[src/rtl/bin_to_bcd_module_if.sv]
// Request/result bundle between a binary producer and the BCD converter.
// The master drives a value and a start request; the slave returns digits.
interface bin_to_bcd_module_if #(
    parameter int BIN_W = 20
);
    logic [BIN_W-1:0] bin_in;
    logic             start;
    logic             busy;
    logic             done;
    logic [23:0]      number_sig;
    logic             ovf;

    modport master (
        output bin_in,
        output start,
        input  busy,
        input  done,
        input  number_sig,
        input  ovf
    );

    modport slave (
        input  bin_in,
        input  start,
        output busy,
        output done,
        output number_sig,
        output ovf
    );
endinterface

[src/rtl/bin_to_bcd_module.sv]
// Sequential shift-and-add-3 binary to six-digit packed BCD converter.
// Results are published only in DONE so the display never sees partial digits.
module bin_to_bcd_module #(
    parameter int          BIN_W   = 20,
    parameter int unsigned MAX_VAL = 999999
) (
    input  logic               CLK,
    input  logic               RST,
    bin_to_bcd_module_if.slave bus
);
    localparam int CW = (BIN_W > 1) ? $clog2(BIN_W) : 1;

    typedef enum logic [1:0] {
        IDLE,
        SHIFT,
        DONE
    } state_t;

    state_t           state_q, state_d;
    logic [BIN_W-1:0] bin_q, bin_d;
    logic [23:0]      bcd_q, bcd_d;
    logic [23:0]      bcd_adj;
    logic [23:0]      num_q, num_d;
    logic [CW-1:0]    cnt_q, cnt_d;
    logic             ovfn_q, ovfn_d;
    logic             ovf_q, ovf_d;
    logic             busy_q, busy_d;
    logic             done_q, done_d;
    logic             over;

    assign over = 32'(bus.bin_in) > MAX_VAL;

    // Independent per-nibble correction, no carry between digits.
    always_comb begin
        bcd_adj = bcd_q;
        for (int i = 0; i < 6; i++) begin
            if (bcd_q[4*i +: 4] >= 4'd5)
                bcd_adj[4*i +: 4] = bcd_q[4*i +: 4] + 4'd3;
        end
    end

    always_comb begin
        state_d = state_q;
        bin_d   = bin_q;
        bcd_d   = bcd_q;
        num_d   = num_q;
        cnt_d   = cnt_q;
        ovfn_d  = ovfn_q;
        ovf_d   = ovf_q;
        busy_d  = busy_q;
        done_d  = done_q;
        unique case (state_q)
            IDLE: begin
                done_d = 1'b0;
                if (bus.start) begin
                    bin_d   = over ? BIN_W'(MAX_VAL) : bus.bin_in;
                    ovfn_d  = over;
                    bcd_d   = '0;
                    cnt_d   = '0;
                    busy_d  = 1'b1;
                    state_d = SHIFT;
                end
            end
            SHIFT: begin
                bcd_d = {bcd_adj[22:0], bin_q[BIN_W-1]};
                bin_d = bin_q << 1;
                cnt_d = cnt_q + CW'(1);
                if (cnt_q == CW'(BIN_W - 1))
                    state_d = DONE;
            end
            DONE: begin
                num_d   = bcd_q;
                ovf_d   = ovfn_q;
                done_d  = 1'b1;
                busy_d  = 1'b0;
                state_d = IDLE;
            end
            default: state_d = IDLE;
        endcase
    end

    always_ff @(posedge CLK) begin
        if (RST) begin
            state_q <= IDLE;
            bin_q   <= '0;
            bcd_q   <= '0;
            num_q   <= '0;
            cnt_q   <= '0;
            ovfn_q  <= 1'b0;
            ovf_q   <= 1'b0;
            busy_q  <= 1'b0;
            done_q  <= 1'b0;
        end else begin
            state_q <= state_d;
            bin_q   <= bin_d;
            bcd_q   <= bcd_d;
            num_q   <= num_d;
            cnt_q   <= cnt_d;
            ovfn_q  <= ovfn_d;
            ovf_q   <= ovf_d;
            busy_q  <= busy_d;
            done_q  <= done_d;
        end
    end

    assign bus.busy       = busy_q;
    assign bus.done       = done_q;
    assign bus.number_sig = num_q;
    assign bus.ovf        = ovf_q;
endmodule

[src/flat_wrapper.sv]
// flat-port wrapper written by rule: the top's interface ports become plain ports
module bin_to_bcd_module_flat 
#(
    parameter int          BIN_W   = 20,
    parameter int unsigned MAX_VAL = 999999
)
  (CLK, RST, bus_bin_in, bus_start, bus_busy, bus_done, bus_number_sig, bus_ovf);
  bin_to_bcd_module_if #(.BIN_W(BIN_W)) bus_i ();
  input  logic CLK;
  input  logic RST;
  input wire logic [$bits(bus_i.bin_in)-1:0] bus_bin_in;
  input wire logic [$bits(bus_i.start)-1:0] bus_start;
  output wire logic [$bits(bus_i.busy)-1:0] bus_busy;
  output wire logic [$bits(bus_i.done)-1:0] bus_done;
  output wire logic [$bits(bus_i.number_sig)-1:0] bus_number_sig;
  output wire logic [$bits(bus_i.ovf)-1:0] bus_ovf;
  assign bus_i.bin_in = bus_bin_in;
  assign bus_i.start = bus_start;
  assign bus_busy = bus_i.busy;
  assign bus_done = bus_i.done;
  assign bus_number_sig = bus_i.number_sig;
  assign bus_ovf = bus_i.ovf;
  bin_to_bcd_module #(.BIN_W(BIN_W), .MAX_VAL(MAX_VAL)) u_core (.CLK(CLK), .RST(RST), .bus(bus_i));
endmodule
[config.mk]
export PLATFORM = sky130hd
export DESIGN_NAME = bin_to_bcd_module_flat
export DESIGN_NICKNAME = d
export VERILOG_FILES = /design/src/rtl/bin_to_bcd_module_if.sv /design/src/rtl/bin_to_bcd_module.sv /design/src/flat_wrapper.sv
export SDC_FILE = /design/constraint.sdc
export NUM_CORES = 1
export LEC_CHECK = 0
export ABC_AREA = 1
export CAP_MARGIN = 25
export CORE_ASPECT_RATIO = 1.5
export CORE_MARGIN = 1
export CORE_UTILIZATION = 59
export CTS_BUF_LIST = sky130_fd_sc_hd__clkbuf_16
export CTS_CLUSTER_DIAMETER = 100
export DETAILED_ROUTE_END_ITERATION = 7
export HOLD_SLACK_MARGIN = 0.05
export PLACE_DENSITY = 0.85
export SYNTH_ARGS = -nofsm -noshare
export SYNTH_HDL_FRONTEND = slang
export SYNTH_SLANG_ARGS = --single-unit
[constraint.sdc]
create_clock -name CLK -period 2.53 [get_ports CLK]
set_input_delay 0.506 -clock CLK [delete_from_list [all_inputs] [get_ports CLK]]
set_output_delay 0.506 -clock CLK [all_outputs]
set_load 0.01 [all_outputs]
[Yosys cells after proc, flatten, opt, wreduce, memory -nomap -nowiden]
Index checks and enable logic that the tools add are counted.
Operators by class
  $lt $le $gt $ge: 7
  multiplexer cells: 19
  add/subtract/negate cells: 7
  reductions and logical operators: 7
  eq/ne operators: 5
Operators by type and width (number)
  24-bit one-hot mux with 2 select lines: 1
  20-bit 2-to-1 mux: 2
  20-bit one-hot mux with 2 select lines: 1
  4-bit by 3-bit >= comparator with 1-bit output (second input constant): 6
  24-bit 2-to-1 mux: 1
  4-bit by 2-bit adder with 4-bit output (second input constant): 5
  20-bit greater-than comparator (second input constant): 1
  4-bit 2-to-1 mux: 5
  5-bit one-hot mux with 2 select lines: 1
  2-bit AND reduction: 4
  5-bit by 1-bit adder with 5-bit output (second input constant): 1
  5-bit equality test (second input constant): 1
  5-bit 2-to-1 mux: 1
  2-bit 2-to-1 mux: 2
  1-bit one-hot mux with 2 select lines: 2
  2-bit one-hot mux with 2 select lines: 1
  2-bit nonzero test: 2
  3-bit by 2-bit adder with 3-bit output (second input constant): 1
  3-bit 2-to-1 mux: 1
  2-bit by 1-bit equality test with 1-bit output (second input constant): 1
  2-bit equality test (second input constant): 1
  2-bit logical NOT: 1
  2-bit by 1-bit != test with 1-bit output (second input constant): 1
  2-bit != test (second input constant): 1
  1-bit 2-to-1 mux: 1
Storage, ports and cells
  output and inout port bits: 27
  input bits: 23
  register bits after elaboration: 79
  logic and storage cells: 54

[Logic depth before layout (Yosys ltp)]
  depth in word-level cells: 4
  depth in mapped cells: 10
  mapped depth without buffers: 10

[Least setup slack after synthesis]
No wires, ideal clock.
  path kind: input-to-reg
  start point: in bus_bin_in[12]
  end point: reg u_core.bin_q[14]
  arrival: 1.258 ns
  slack: 1.140 ns
  path buffers: 1
  library setup time: 0.132 ns
  data required time: 2.398 ns
  cell stages on the path: 7
  path through: nor2_1 > nor2_1 > o21ai_2 > buf_2 > nand3_1 > nand2_1 > a21oi_1
Between the ends
  word-level cells in the longest chain between the ends: 4
RTL lines
  start, declared: line flat_wrapper.sv:11  | input wire logic [$bits(bus_i.bin_in)-1:0] bus_bin_in;
  20-bit greater-than comparator: line bin_to_bcd_module.sv:31  | assign over = 32'(bus.bin_in) > MAX_VAL;
  20-bit 2-to-1 mux: line bin_to_bcd_module.sv:56  | bin_d = over ? BIN_W'(MAX_VAL) : bus.bin_in;
  20-bit 2-to-1 mux: line bin_to_bcd_module.sv:55  | if (bus.start) begin
  20-bit one-hot mux with 2 select lines: line bin_to_bcd_module.sv:52  | unique case (state_q)
  end signal, assigned: line bin_to_bcd_module.sv:95  | bin_q <= bin_d;
  end, declared: line bin_to_bcd_module.sv:20  | logic [BIN_W-1:0] bin_q, bin_d;
No other way between the ends. The select of a mux whose other input is x is not followed.
A chain may end at the register's enable or synchronous reset.

[Worst setup path in the final report]
  start point: reg u_core.state_q[0]
  end point: reg u_core.bin_q[1]
Between the ends
  word-level cells in the longest chain between the ends: 3
  elaborated cells between the ends (all ways): 6
  classes of those cells: eq/ne: 2; mux: 1; reduce/logical: 3
RTL lines
  start, declared: line bin_to_bcd_module.sv:19  | state_t state_q, state_d;
  start signal, assigned: line bin_to_bcd_module.sv:94  | state_q <= state_d;
  2-bit by 1-bit equality test with 1-bit output / 2-bit logical NOT (equally long branches): line bin_to_bcd_module.sv:52
  2-bit nonzero test (no line) / 2-bit != test (equally long branches)
  2-bit AND reduction (no line)
Parallel ways exist; a longest one is shown, timed or not.

==> flow_metrics.py <==
metrics = {
    "timing": {
        "slew_viol_final": 0,
        "setup_slack_ps": 677,
        "hold_viol": 0,
        "worstMarginPinSlew_ps": 572,
        "finalClockSkew_ps": 4.71,
        "grt_setup_unrepaired": "false",
        "clock.fmax_mhz": 540,
        "setup_tns_ps": 0,
        "setup_violations": 0,
        "period_needed_ps": 1850,
        "maxSlewHeadroom_pct": 61.8,
        "timing.final.crit_share_pct": 73.2,
    },
    "finish": {
        "area_delta_synth_final_pct": 20.4,
        "final_area_sq_mm": 0.00434,
        "fin_nets": 564,
        "layout_commonest_cell": "nand2_1",
        "n_fill_cell": 430,
        "drive_above_1_share_pct": 5.26,
        "final_cell_mix": "83 x nand2_1, 79 x a21oi_1, 79 x dfxtp_1",
        "n_antenna_cell": 0,
    },
    "worst_setup_path": {
        "arrival_ps": 2110,
        "reg2reg_setup_slack_ps": 680,
        "worstSetupStartpointType": "register",
        "rr_worst_depth": 7,
        "critPathMaxFanout": 27,
        "r2r_end": "u_core.bin_q[1]",
        "path_class": "register to register",
        "worstSetupStartpoint": "u_core.state_q[0]",
        "r2r-start": "u_core.state_q[0]",
        "end_kind": "register",
        "cp.required_ps": 2780,
    },
    "routing": {
        "route.detailed.drc": 0,
        "first_pass_iters": 4,
        "drtIter0Drc": 200,
        "post_drt_wl_per_cell_um": 12.7,
        "via_per_inst": 5.52,
        "drt_wl_total_um": 7670,
        "vias": 3333,
        "ant_nets": 0,
    },
    "logic_synthesis": {
        "synth_warnings": 0,
        "ys_seq_area_share_pct": 43.8,
        "synth_cell_type_count": 28,
        "synth_edf_count": 0,
        "syn_area_sq_mm": 0.00361,
        "async_reset_ff_share_pct": 0,
        "syn_avg_cell_area_sq_um": 7.39,
        "ys_seq_elements": 79,
        "syn-num-nets": 524,
        "synthCells": 488,
        "synthFlopType": "dfxtp_1",
    },
    "floorplanning": {
        "core_sq_mm": 0.00583,
        "die_x_um": 65.8,
        "io_pins": 50,
        "initial_utilization_pct": 61.9,
        "die_y_um": 97.8,
        "std_cell_rows": 34,
        "die-area_sq_mm": 0.00644,
    },
    "cts": {
        "clk_pin_slew_worst_paths_ps": 60,
        "cts_sinks": 79,
        "cts_setup_buffers": 0,
        "cts.path.max_buffers": 2,
        "insertion_delay_ps": 330,
        "cts_root_buf": "clkbuf_16",
        "htreeDepth": 3,
        "cts-resized-gates": 0,
        "cts_tree": "built",
        "cts_made_buffers": 9,
        "cts_hold_buf": 0,
    },
    "flow_run": {
        "maxCapViolations": 0,
    },
    "worst_hold_path": {
        "hold_end": "u_core.bcd_q[23]",
        "hold_depth": 2,
        "min_path_type": "register to register",
        "holdCritStartpoint": "u_core.bcd_q[23]",
    },
    "grt": {
        "grt_max_degree": 51,
        "track_usage_pct": 26.2,
        "grt_pass1_vias": 3142,
        "antenna_found_initial": 0,
        "grt_pass1_wl_um": 13300,
        "grt-ovfl-total": 0,
    },
    "pwr": {
        "p_per_area_mw_per_mm2": 606,
        "design_power_total_w": 0.00263,
        "power.leakage_nw": 1.72,
        "vdd_ir_drop_max_mv": 0.450,
    },
    "placed_design": {
        "hpwl_um": 5070,
        "postPlaceCellArea_sq_mm": 0.00409,
        "gp_congestion": 0.802,
        "dpl_worst_slack_ps": 440,
        "io_buffers": 49,
    },
    "status": {
        "outcome": "completed",
    },
}
[registers in the layout, summed over array words and instances (netlist names)]
signal                 flops
u_core.bcd_q              24
u_core.bin_q              20
u_core.bus.busy            1
u_core.bus.done            1
u_core.bus.number_sig     24
u_core.bus.ovf             1
u_core.cnt_q               5
u_core.ovfn_q              1
u_core.state_q             2
[cell usage after synthesis (3+ instances only)]
cell	count	area, sq um
a21oi_1	79	395
a22oi_1	10	75.1
buf_2	9	45.0
buf_6	4	45.0
clkbuf_1	12	45.0
dfxtp_1	79	1580
ha_1	13	163
inv_1	40	150
inv_2	3	11.3
nand2_1	83	312
nand3_1	15	75.1
nand4_1	9	56.3
nor2_1	53	199
o21ai_0	50	250
o22ai_1	4	25.0
o31ai_1	3	22.5
xor2_1	5	43.8
[power by group]
| group | switching [W] | internal [W] | leakage [nW] |
|---|---|---|---|
| Clock | 0.000456 | 0.000638 | 0.138 |
| Sequential | 0.0000190 | 0.00128 | 0.641 |
| Combinational | 0.000141 | 0.0000977 | 0.938 |
[through the flow]
stage | cells | hold slack [ps] | util (%)
after detailed placement | 589 | 463 | 70.2
after CTS | 604 | 472 | 74.5
final | 604 | 466 | 74.5
after global routing | 604 | 493 | 74.5
after floorplan | 488 | 439 | -
after global placement | 589 | 454 | 70.2
[layer usage]
| layer | GRT usage [%] | part of all wire [%] | vias to the layer above |
|---|---|---|---|
| met2 | 44.8 | 51 | 89 |
| met1 | 30.6 | 43 | 1530 |
| li1 | - | - | 1701 |
| met3 | 3.15 | 3.6 | 13 |
| met4 | 14.9 | 2.2 | 0 |
| met5 | 0 | 0 | - |
[worst max-delay path, cell delays in order (launching register included)]
cell and delay [ps]:
dfxtp_1 400, nand2_2 300, inv_2 470, buf_4 250, nor2_1 60, nand3_1 70
nand2_1 60, a21oi_1 140
[worst max path at each step]
stage / endpoint / cells past startpoint / slack, ps
after floorplan: u_core.bin_q[14] / 7 / 1140
after global placement: u_core.bin_q[10] / 7 / 490
after detailed placement: u_core.bin_q[13] / 7 / 440
after CTS: u_core.bin_q[1] / 7 / 660
after global routing: u_core.bin_q[1] / 7 / 440
final: u_core.bin_q[1] / 7 / 680
[area by class of cell]
type	instances	area (sq um)	share of cell area, %
clock inverter	6	23.8	0.548
inverter	43	161	3.72
clock buffer	9	225	5.19
tap	72	90.1	2.07
multi-input combinational	339	1720	39.5
sequential	79	1580	36.4
timing repair buffer	56	543	12.5
[logic make-up (layout without fill, tap and decap cells)]
kind of cell | Yosys count | count (layout) | share of synthesized area (%)
AOI/OAI and AO/OA | 151 | 151 | 22.2
xor gates and xnor gates | 5 | 5 | 1.21
adders and majority gates | 13 | 13 | 4.51
buffers and inverters | 70 | 114 | 8.64
DFF | 79 | 79 | 43.8
and+or+nand+nor | 170 | 170 | 19.6
Note: power is estimated with default switching activity, not from simulation.
